## config.mk

```make
export PLATFORM = sky130hd
export DESIGN_NAME = ysyx_22050598_mem_arbiter
export DESIGN_NICKNAME = d
export VERILOG_FILES = /design/src/rtl/ysyx_22050598_mem_arbiter.sv
export SDC_FILE = /design/constraint.sdc
export NUM_CORES = 1
export LEC_CHECK = 0
export CAP_MARGIN = 20
export CORE_AREA = 2 2 175 177
export CTS_CLUSTER_DIAMETER = 200
export DETAILED_ROUTE_END_ITERATION = 10
export DIE_AREA = 0 0 177 179
export GPL_ROUTABILITY_DRIVEN = 0
export SLEW_MARGIN = 10
export SYNTH_ARGS = -nofsm -noshare
export SYNTH_HDL_FRONTEND = slang
export SYNTH_SLANG_ARGS = --single-unit
```

## constraint.sdc

```tcl
create_clock -name clk -period 2.9 [get_ports clk]
set_input_delay 0.29 -clock clk [delete_from_list [all_inputs] [get_ports clk]]
set_output_delay 0.29 -clock clk [all_outputs]
set_load 0.02 [all_outputs]
```

## src/rtl/ysyx_22050598_mem_arbiter.sv

```systemverilog
// ysyx_22050598_mem_arbiter: shares the single core memory port between
// the IFU (fetch, read-only) and the LSU (load/store), one transaction at
// a time, LSU-first with a bounded IFU starvation counter and IFU flush.
//
// Ports:
//   clk, rst_n                         clock, async active-low reset
//   ifu_req_* / ifu_rsp_* / ifu_flush  fetch request/response, kill
//   lsu_req_* / lsu_rsp_*              load/store request/response
//   mem_req_* / mem_rsp_*              towards the bus bridge
//   busy                               a transaction is in progress
module ysyx_22050598_mem_arbiter #(
    parameter int AW         = 32,
    parameter int DW         = 64,
    parameter int STARVE_MAX = 4
) (
    input  logic            clk,
    input  logic            rst_n,
    input  logic            ifu_req_valid,
    input  logic [AW-1:0]   ifu_req_addr,
    output logic            ifu_req_ready,
    output logic            ifu_rsp_valid,
    output logic [DW-1:0]   ifu_rsp_data,
    input  logic            ifu_flush,
    input  logic            lsu_req_valid,
    input  logic            lsu_req_wen,
    input  logic [AW-1:0]   lsu_req_addr,
    input  logic [DW-1:0]   lsu_req_wdata,
    input  logic [DW/8-1:0] lsu_req_wmask,
    output logic            lsu_req_ready,
    output logic            lsu_rsp_valid,
    output logic [DW-1:0]   lsu_rsp_data,
    output logic            mem_req_valid,
    input  logic            mem_req_ready,
    output logic            mem_req_wen,
    output logic [AW-1:0]   mem_req_addr,
    output logic [DW-1:0]   mem_req_wdata,
    output logic [DW/8-1:0] mem_req_wmask,
    input  logic            mem_rsp_valid,
    input  logic [DW-1:0]   mem_rsp_data,
    output logic            busy
);

    localparam int MW = DW / 8;
    localparam int CW = $clog2(STARVE_MAX + 1);

    typedef enum logic [1:0] {
        IDLE,
        REQ,
        WAIT
    } state_t;

    typedef enum logic {
        OWN_IFU,
        OWN_LSU
    } owner_t;

    state_t          state_q, state_d;
    owner_t          owner_q, owner_d;
    logic            drop_q, drop_d;
    logic [CW-1:0]   starve_q, starve_d;
    logic            valid_q, valid_d;
    logic            wen_q, wen_d;
    logic [AW-1:0]   addr_q, addr_d;
    logic [DW-1:0]   wdata_q, wdata_d;
    logic [MW-1:0]   wmask_q, wmask_d;

    logic            idle;
    logic            at_max;
    logic            ifu_win;
    logic            lsu_win;
    logic            rsp_fire;
    logic            ifu_kill;

    always_comb begin
        idle     = (state_q == IDLE);
        at_max   = (starve_q == CW'(STARVE_MAX));
        ifu_win  = idle & ifu_req_valid & ~ifu_flush
                 & (~lsu_req_valid | at_max);
        lsu_win  = idle & lsu_req_valid & ~ifu_win;
        rsp_fire = (state_q == WAIT) & mem_rsp_valid;
        // A flush only matters while a fetch owns the port.
        ifu_kill = ~idle & (owner_q == OWN_IFU) & ifu_flush;
    end

    always_comb begin
        state_d  = state_q;
        owner_d  = owner_q;
        drop_d   = drop_q;
        starve_d = starve_q;
        valid_d  = valid_q;
        wen_d    = wen_q;
        addr_d   = addr_q;
        wdata_d  = wdata_q;
        wmask_d  = wmask_q;
        unique case (state_q)
            IDLE: begin
                if (ifu_win) begin
                    state_d  = REQ;
                    owner_d  = OWN_IFU;
                    valid_d  = 1'b1;
                    wen_d    = 1'b0;
                    addr_d   = ifu_req_addr;
                    wdata_d  = '0;
                    wmask_d  = '0;
                    starve_d = '0;
                end else if (lsu_win) begin
                    state_d = REQ;
                    owner_d = OWN_LSU;
                    valid_d = 1'b1;
                    wen_d   = lsu_req_wen;
                    addr_d  = lsu_req_addr;
                    wdata_d = lsu_req_wdata;
                    wmask_d = lsu_req_wmask;
                    if (!ifu_req_valid)
                        starve_d = '0;
                    else if (!at_max)
                        starve_d = starve_q + CW'(1);
                end
            end
            REQ: begin
                if (ifu_kill)
                    drop_d = 1'b1;
                if (mem_req_ready) begin
                    state_d = WAIT;
                    valid_d = 1'b0;
                end
            end
            WAIT: begin
                if (ifu_kill)
                    drop_d = 1'b1;
                if (mem_rsp_valid) begin
                    state_d = IDLE;
                    drop_d  = 1'b0;
                end
            end
            default: begin
                state_d = IDLE;
                valid_d = 1'b0;
                drop_d  = 1'b0;
            end
        endcase
    end

    always_ff @(posedge clk or negedge rst_n) begin
        if (!rst_n) begin
            state_q  <= IDLE;
            owner_q  <= OWN_IFU;
            drop_q   <= 1'b0;
            starve_q <= '0;
            valid_q  <= 1'b0;
            wen_q    <= 1'b0;
            addr_q   <= '0;
            wdata_q  <= '0;
            wmask_q  <= '0;
        end else begin
            state_q  <= state_d;
            owner_q  <= owner_d;
            drop_q   <= drop_d;
            starve_q <= starve_d;
            valid_q  <= valid_d;
            wen_q    <= wen_d;
            addr_q   <= addr_d;
            wdata_q  <= wdata_d;
            wmask_q  <= wmask_d;
        end
    end

    always_comb begin
        // Grants are combinational in IDLE; hold them off while in reset.
        ifu_req_ready = rst_n & ifu_win;
        lsu_req_ready = rst_n & lsu_win;
        // A flush in the response cycle itself must also kill the data.
        ifu_rsp_valid = rsp_fire & (owner_q == OWN_IFU)
                      & ~drop_q & ~ifu_flush;
        lsu_rsp_valid = rsp_fire & (owner_q == OWN_LSU);
        ifu_rsp_data  = mem_rsp_data;
        lsu_rsp_data  = mem_rsp_data;
        mem_req_valid = valid_q;
        mem_req_wen   = wen_q;
        mem_req_addr  = addr_q;
        mem_req_wdata = wdata_q;
        mem_req_wmask = wmask_q;
        busy          = ~idle;
    end

endmodule

```

; Word level (Yosys, flattened, before mapping)
; Cells that the tools add are included.
; Widths: inputs -> output; s select.
[word_totals]
reg_bits = 113
inputBits = 208
elab_cells = 70
[classes]
add_sub_neg = 1
eq_ne = 7
mux = 25
bitwise_logic = 22
reduce_logical = 6
[ops]
columns = cell, count
row1 = $mux 64, 2
row2 = $mux 32, 2
row3 = $mux 8, 2
row4 = $and 1x1->1, 14
row5 = $mux 3, 4
row6 = $reduce_and 3->1, 3
row7 = $mux 1, 8
row8 = $mux 2, 4
row9 = $not 1->1, 7
row10 = $pmux 1 s3, 2
row11 = $pmux 2 s3, 1
row12 = $ne 2x2->1 const B, 2
row13 = $add 3x1->3 const B, 1
row14 = $eq 3x3->1 const B, 1
row15 = $ne 3x1->1 const B, 1
row16 = $ne 3x2->1 const B, 1
row17 = $eq 2x1->1 const B, 1
row18 = $eq 2x2->1 const B, 1
row19 = $logic_not 2->1, 1
row20 = $reduce_and 2->1, 1
row21 = $reduce_bool 2->1, 1
row22 = $or 1x1->1, 1

; Longest topological paths before layout
[logic_depth]
depth_word = 9
mapped_depth = 9
ltp_nobuf = 6

; Least setup slack after synthesis
; OpenSTA, ideal clock, no wires.
[synth_timing]
path_type = reg2out
from = reg state_q[0]
to = out ifu_req_ready
arrival_ps = 1563
required_ps = 2610
path_slack_ps = 1047
stages_incl_launch_ff = 8
n_path_buf = 2
path_cell_list = dfrtp_1 > inv_1 > ha_1 > nand2b_1 > nor3b_2 > buf_4 > buf_4 > and2_1
[synth_via]
elab_chain_len = 5
[synth_lines]
columns = element, line_no
row1 = start: declaration, 57  ; state_t state_q, state_d;
row2 = start signal: assignment, 156  ; state_q <= state_d;
row3 = $logic_not 2->1, 75  ; idle = (state_q == IDLE);
row4 = $and 1x1->1 (2 in series), 77  ; ifu_win = idle & ifu_req_valid & ~ifu_flush
row5 = $and 1x1->1, 78  ; & (~lsu_req_valid | at_max);
row6 = $and 1x1->1, 170  ; ifu_req_ready = rst_n & ifu_win;
row7 = end: declaration, 20  ; output logic ifu_req_ready,
; Every way passes these cells.

; Worst setup path after layout
[layout_timing]
from = reg state_q[0]
to = out lsu_req_ready
[layout_via]
elab_chain_len = 7
word_cells_on_any_way = 8
cone_classes = bitwise: 7 / reduce/logical: 1
[layout_lines]
columns = element, line_no
row1 = $logic_not 2->1 *, 75
row2 = $and 1x1->1 (2 in series), 77
row3 = $and 1x1->1, 78
row4 = $not 1->1, 79  ; lsu_win = idle & lsu_req_valid & ~ifu_win;
row5 = $and 1x1->1 *, 79
row6 = $and 1x1->1 *, 171  ; lsu_req_ready = rst_n & lsu_win;
row7 = end: declaration, 29  ; output logic lsu_req_ready,
; Mark *: on every way between the ends. The rest lies on a longest branch, timed or not.

==> flow_summary.ini <==
[final_layout]
final_cell_mix = clkdlybuf4s50_1 (252), dfrtp_1 (113), a22o_1 (73)
synthToLayoutAreaGrowth_pct = 48.3
seq_area_mm2 = 0.00283
fillers = 3150
final_nets = 833
layout_commonest_cell = clkdlybuf4s50_1
drive_above_1_share_pct = 6.81
n_antenna_cell = 0
multiInputGateArea_mm2 = 0.00159
final_cells = 1027

[drt]
ant_nets = 0
wl_per_cell_um = 15.5
firstDrtPassIters = 4
viasPerCell = 3.83
finalWirelength_um = 15900
drtIter0Drc = 61
vias = 3937
remaining_drc_errors = 0

[placed_design]
hpwlAfterDp_um = 11400
place.port_buffers = 254
post-place-cells = 994
place_ws_ns = 0.504

[global_routing]
antenna_found_initial = 0
grt_usage_pct = 9.74
gr-total-overflow = 0
grt_max_degree = 75
grt_pass1_vias = 4112
grt_pass1_wl_um = 23400

[sta]
slew_viol_final = 0
hold_violations = 0
finalCritPeriodShare_pct = 88.3
setup_violations = 0
finalWorstSetupSlack_ns = 0.340
whs_ns = 0.268
rsz0062_at_grt = no
worst_pin_slew_ns = 0.510
layout_min_cycle_time_ns = 2.56
fin_worst_skew_ns = 0.00797
timing.slew.headroom_pct = 65.8
setup-tns-final_ns = 0
fmax_mhz = 391

[clock_tree]
cts_sinks = 113
clkLatencyLatePin_ns = 0.40
clock_tree.buffer_depth = 2
clkTransAtPathRegs_ns = 0.05
cts_tree = built
cts-root-buf = clkbuf_16
cts-htree-levels = 4
numCtsBuffers = 17

[power_and_ir_drop]
p_comb_share_pct = 46.4
switchingPower_mw = 3.27
p_int_mw = 5.78
switching_share_pct = 36.1
ir_worst_vdd_mv = 0.361
power_mw = 9.05
power.density_mw_per_mm2 = 1100
clockPowerShare_pct = 23.4
seq_power_share_pct = 30.2
p_leak_nw = 3.39

[floorplan]
core_area_mm2 = 0.0300
dieArea_mm2 = 0.0317
io_pins = 447
initial_core_util_pct = 18.4
die_h_um = 179
die_w_um = 177
num_rows = 64

[synth]
synth_area_mm2 = 0.00554
yosys_register_bits = 113
syn_nets = 704
ys_types = 31
ys_warn_count = 0
syn_avg_cell_area_um2 = 11.3
postSynthCellCount = 490
ys_seq_area_share_pct = 51.1

[flow_run]
drv_cap = 0

[min_path]
hp-class = primary input to asynchronous set/reset pin

[critical_path]
r2r_cells = 8
path_max_fanout = 6
start_kind = flip-flop
arrival_ns = 2.27
worstPathRequired_ns = 2.61
path_class = flip-flop to output port
end_kind = output port

[run_status]
status = finished clean
## metal layers
metal | vias up | part of all wire [%] | routed length, um | global-route usage (%)
li1 | 1840 | - | - | -
met1 | 1841 | 39 | 6220 | 10.8
met2 | 220 | 48 | 7690 | 16.1
met3 | 36 | 10 | 1590 | 4.09
met4 | 0 | 2.6 | 413 | 4.61
met5 | - | 0 | 0 | 0
## cell usage after synthesis
library cell  count  area share, %
buf_4           139             19
dfrtp_1         113             51
a22o_1           73             12
o21ai_0          36            3.3
nand2_1          35            2.4
mux2i_1          32            5.8
buf_2             8           0.72
clkbuf_1          8           0.54
inv_1             8           0.54
ha_1              6            1.4
nor2_1            5           0.34
nor2b_1           3           0.34
a21oi_1           2           0.18
nand2b_1          2           0.23
nor3_1            2           0.18
nor4_1            2           0.23
o32a_1            2           0.36
a21boi_1          1           0.14
a21o_1            1           0.14
a2bb2oi_1         1           0.16
and2_1            1           0.11
and3_1            1           0.11
and4_1            1           0.16
nand3_1           1          0.090
nor3b_2           1           0.23
nor4b_1           1           0.16
o211ai_2          1           0.23
o21bai_1          1           0.14
o221ai_1          1           0.16
o41ai_1           1           0.16
or4_1             1           0.14
## worst max-delay path, cell delays in order, from the launching register on
cell             delay (ns)
dfrtp_1                0.40
inv_1                  0.11
ha_1                   0.31
nand2b_1               0.16
nor3b_4                0.27
nor2_1                 0.08
clkdlybuf4s50_1        0.54
## power groups by stage
stage	registers [mW]	clock network, mW	logic (mW)
after detailed placement	2.73	0	4.28
after CTS	2.74	2.23	4.27
after global placement	2.73	0	4.22
final	2.73	2.12	4.20
after floorplan	3.53	0	1.66
after global routing	2.83	2.30	4.53
## through the flow
stage / instance area [um^2] / utilization [%]
after CTS: 8180 / 27.2
final: 8210 / 27.3
after detailed placement: 7590 / 25.3
after floorplan: 5540 / -
after global routing: 8210 / 27.3
after global placement: 7590 / 25.3
## sequential cells by signal, summed over array words and instances, names as in the netlist
name	count
mem_req_wdata	64
drop_q	1
owner_q	1
mem_req_wmask	8
starve_q	3
state_q	2
mem_req_addr	32
mem_req_wen	1
mem_req_valid	1
## logic make-up (layout without fill, tap and decap cells)
logic type / Yosys count / count (layout) / synth area share [%]
DFF: 113 / 113 / 51.1
muxes: 32 / 32 / 5.79
buffers and inverters: 163 / 304 / 20.7
AOI/OAI and AO/OA: 120 / 120 / 16.5
adders and majority gates: 6 / 6 / 1.36
and+or+nand+nor: 56 / 56 / 4.68
## area by class of cell
type	instances	area share, %
clock buffer	20	5.44
tap	396	6.03
timing repair buffer	265	32.7
inverter	8	0.366
clock inverter	11	1.69
sequential	113	34.4
multi-input combinational	214	19.3
## repair_timing
item                                    in CTS  in global routing
endpoints found under the setup margin       0                  1
gates resized for setup                      0                  1
hold buffers                                 1                  0
setup buffers                                0                  0
endpoints found under the hold margin        2                  0
## final timing paths
check | startpoint | to | slack (ns)
worst max-delay path | state_q[0] | lsu_req_ready | 0.34
worst min-delay path | rst_n | drop_q | 0.27
worst max register to register | state_q[0] | mem_req_wdata[59] | 0.59
worst min register to register | mem_req_addr[25] | mem_req_addr[25] | 0.48
max in group asynchronous | rst_n | mem_req_wdata[29] | 1.82
min in group clk | mem_req_addr[25] | mem_req_addr[25] | 0.48
Note: power is estimated with default switching activity, not from simulation.
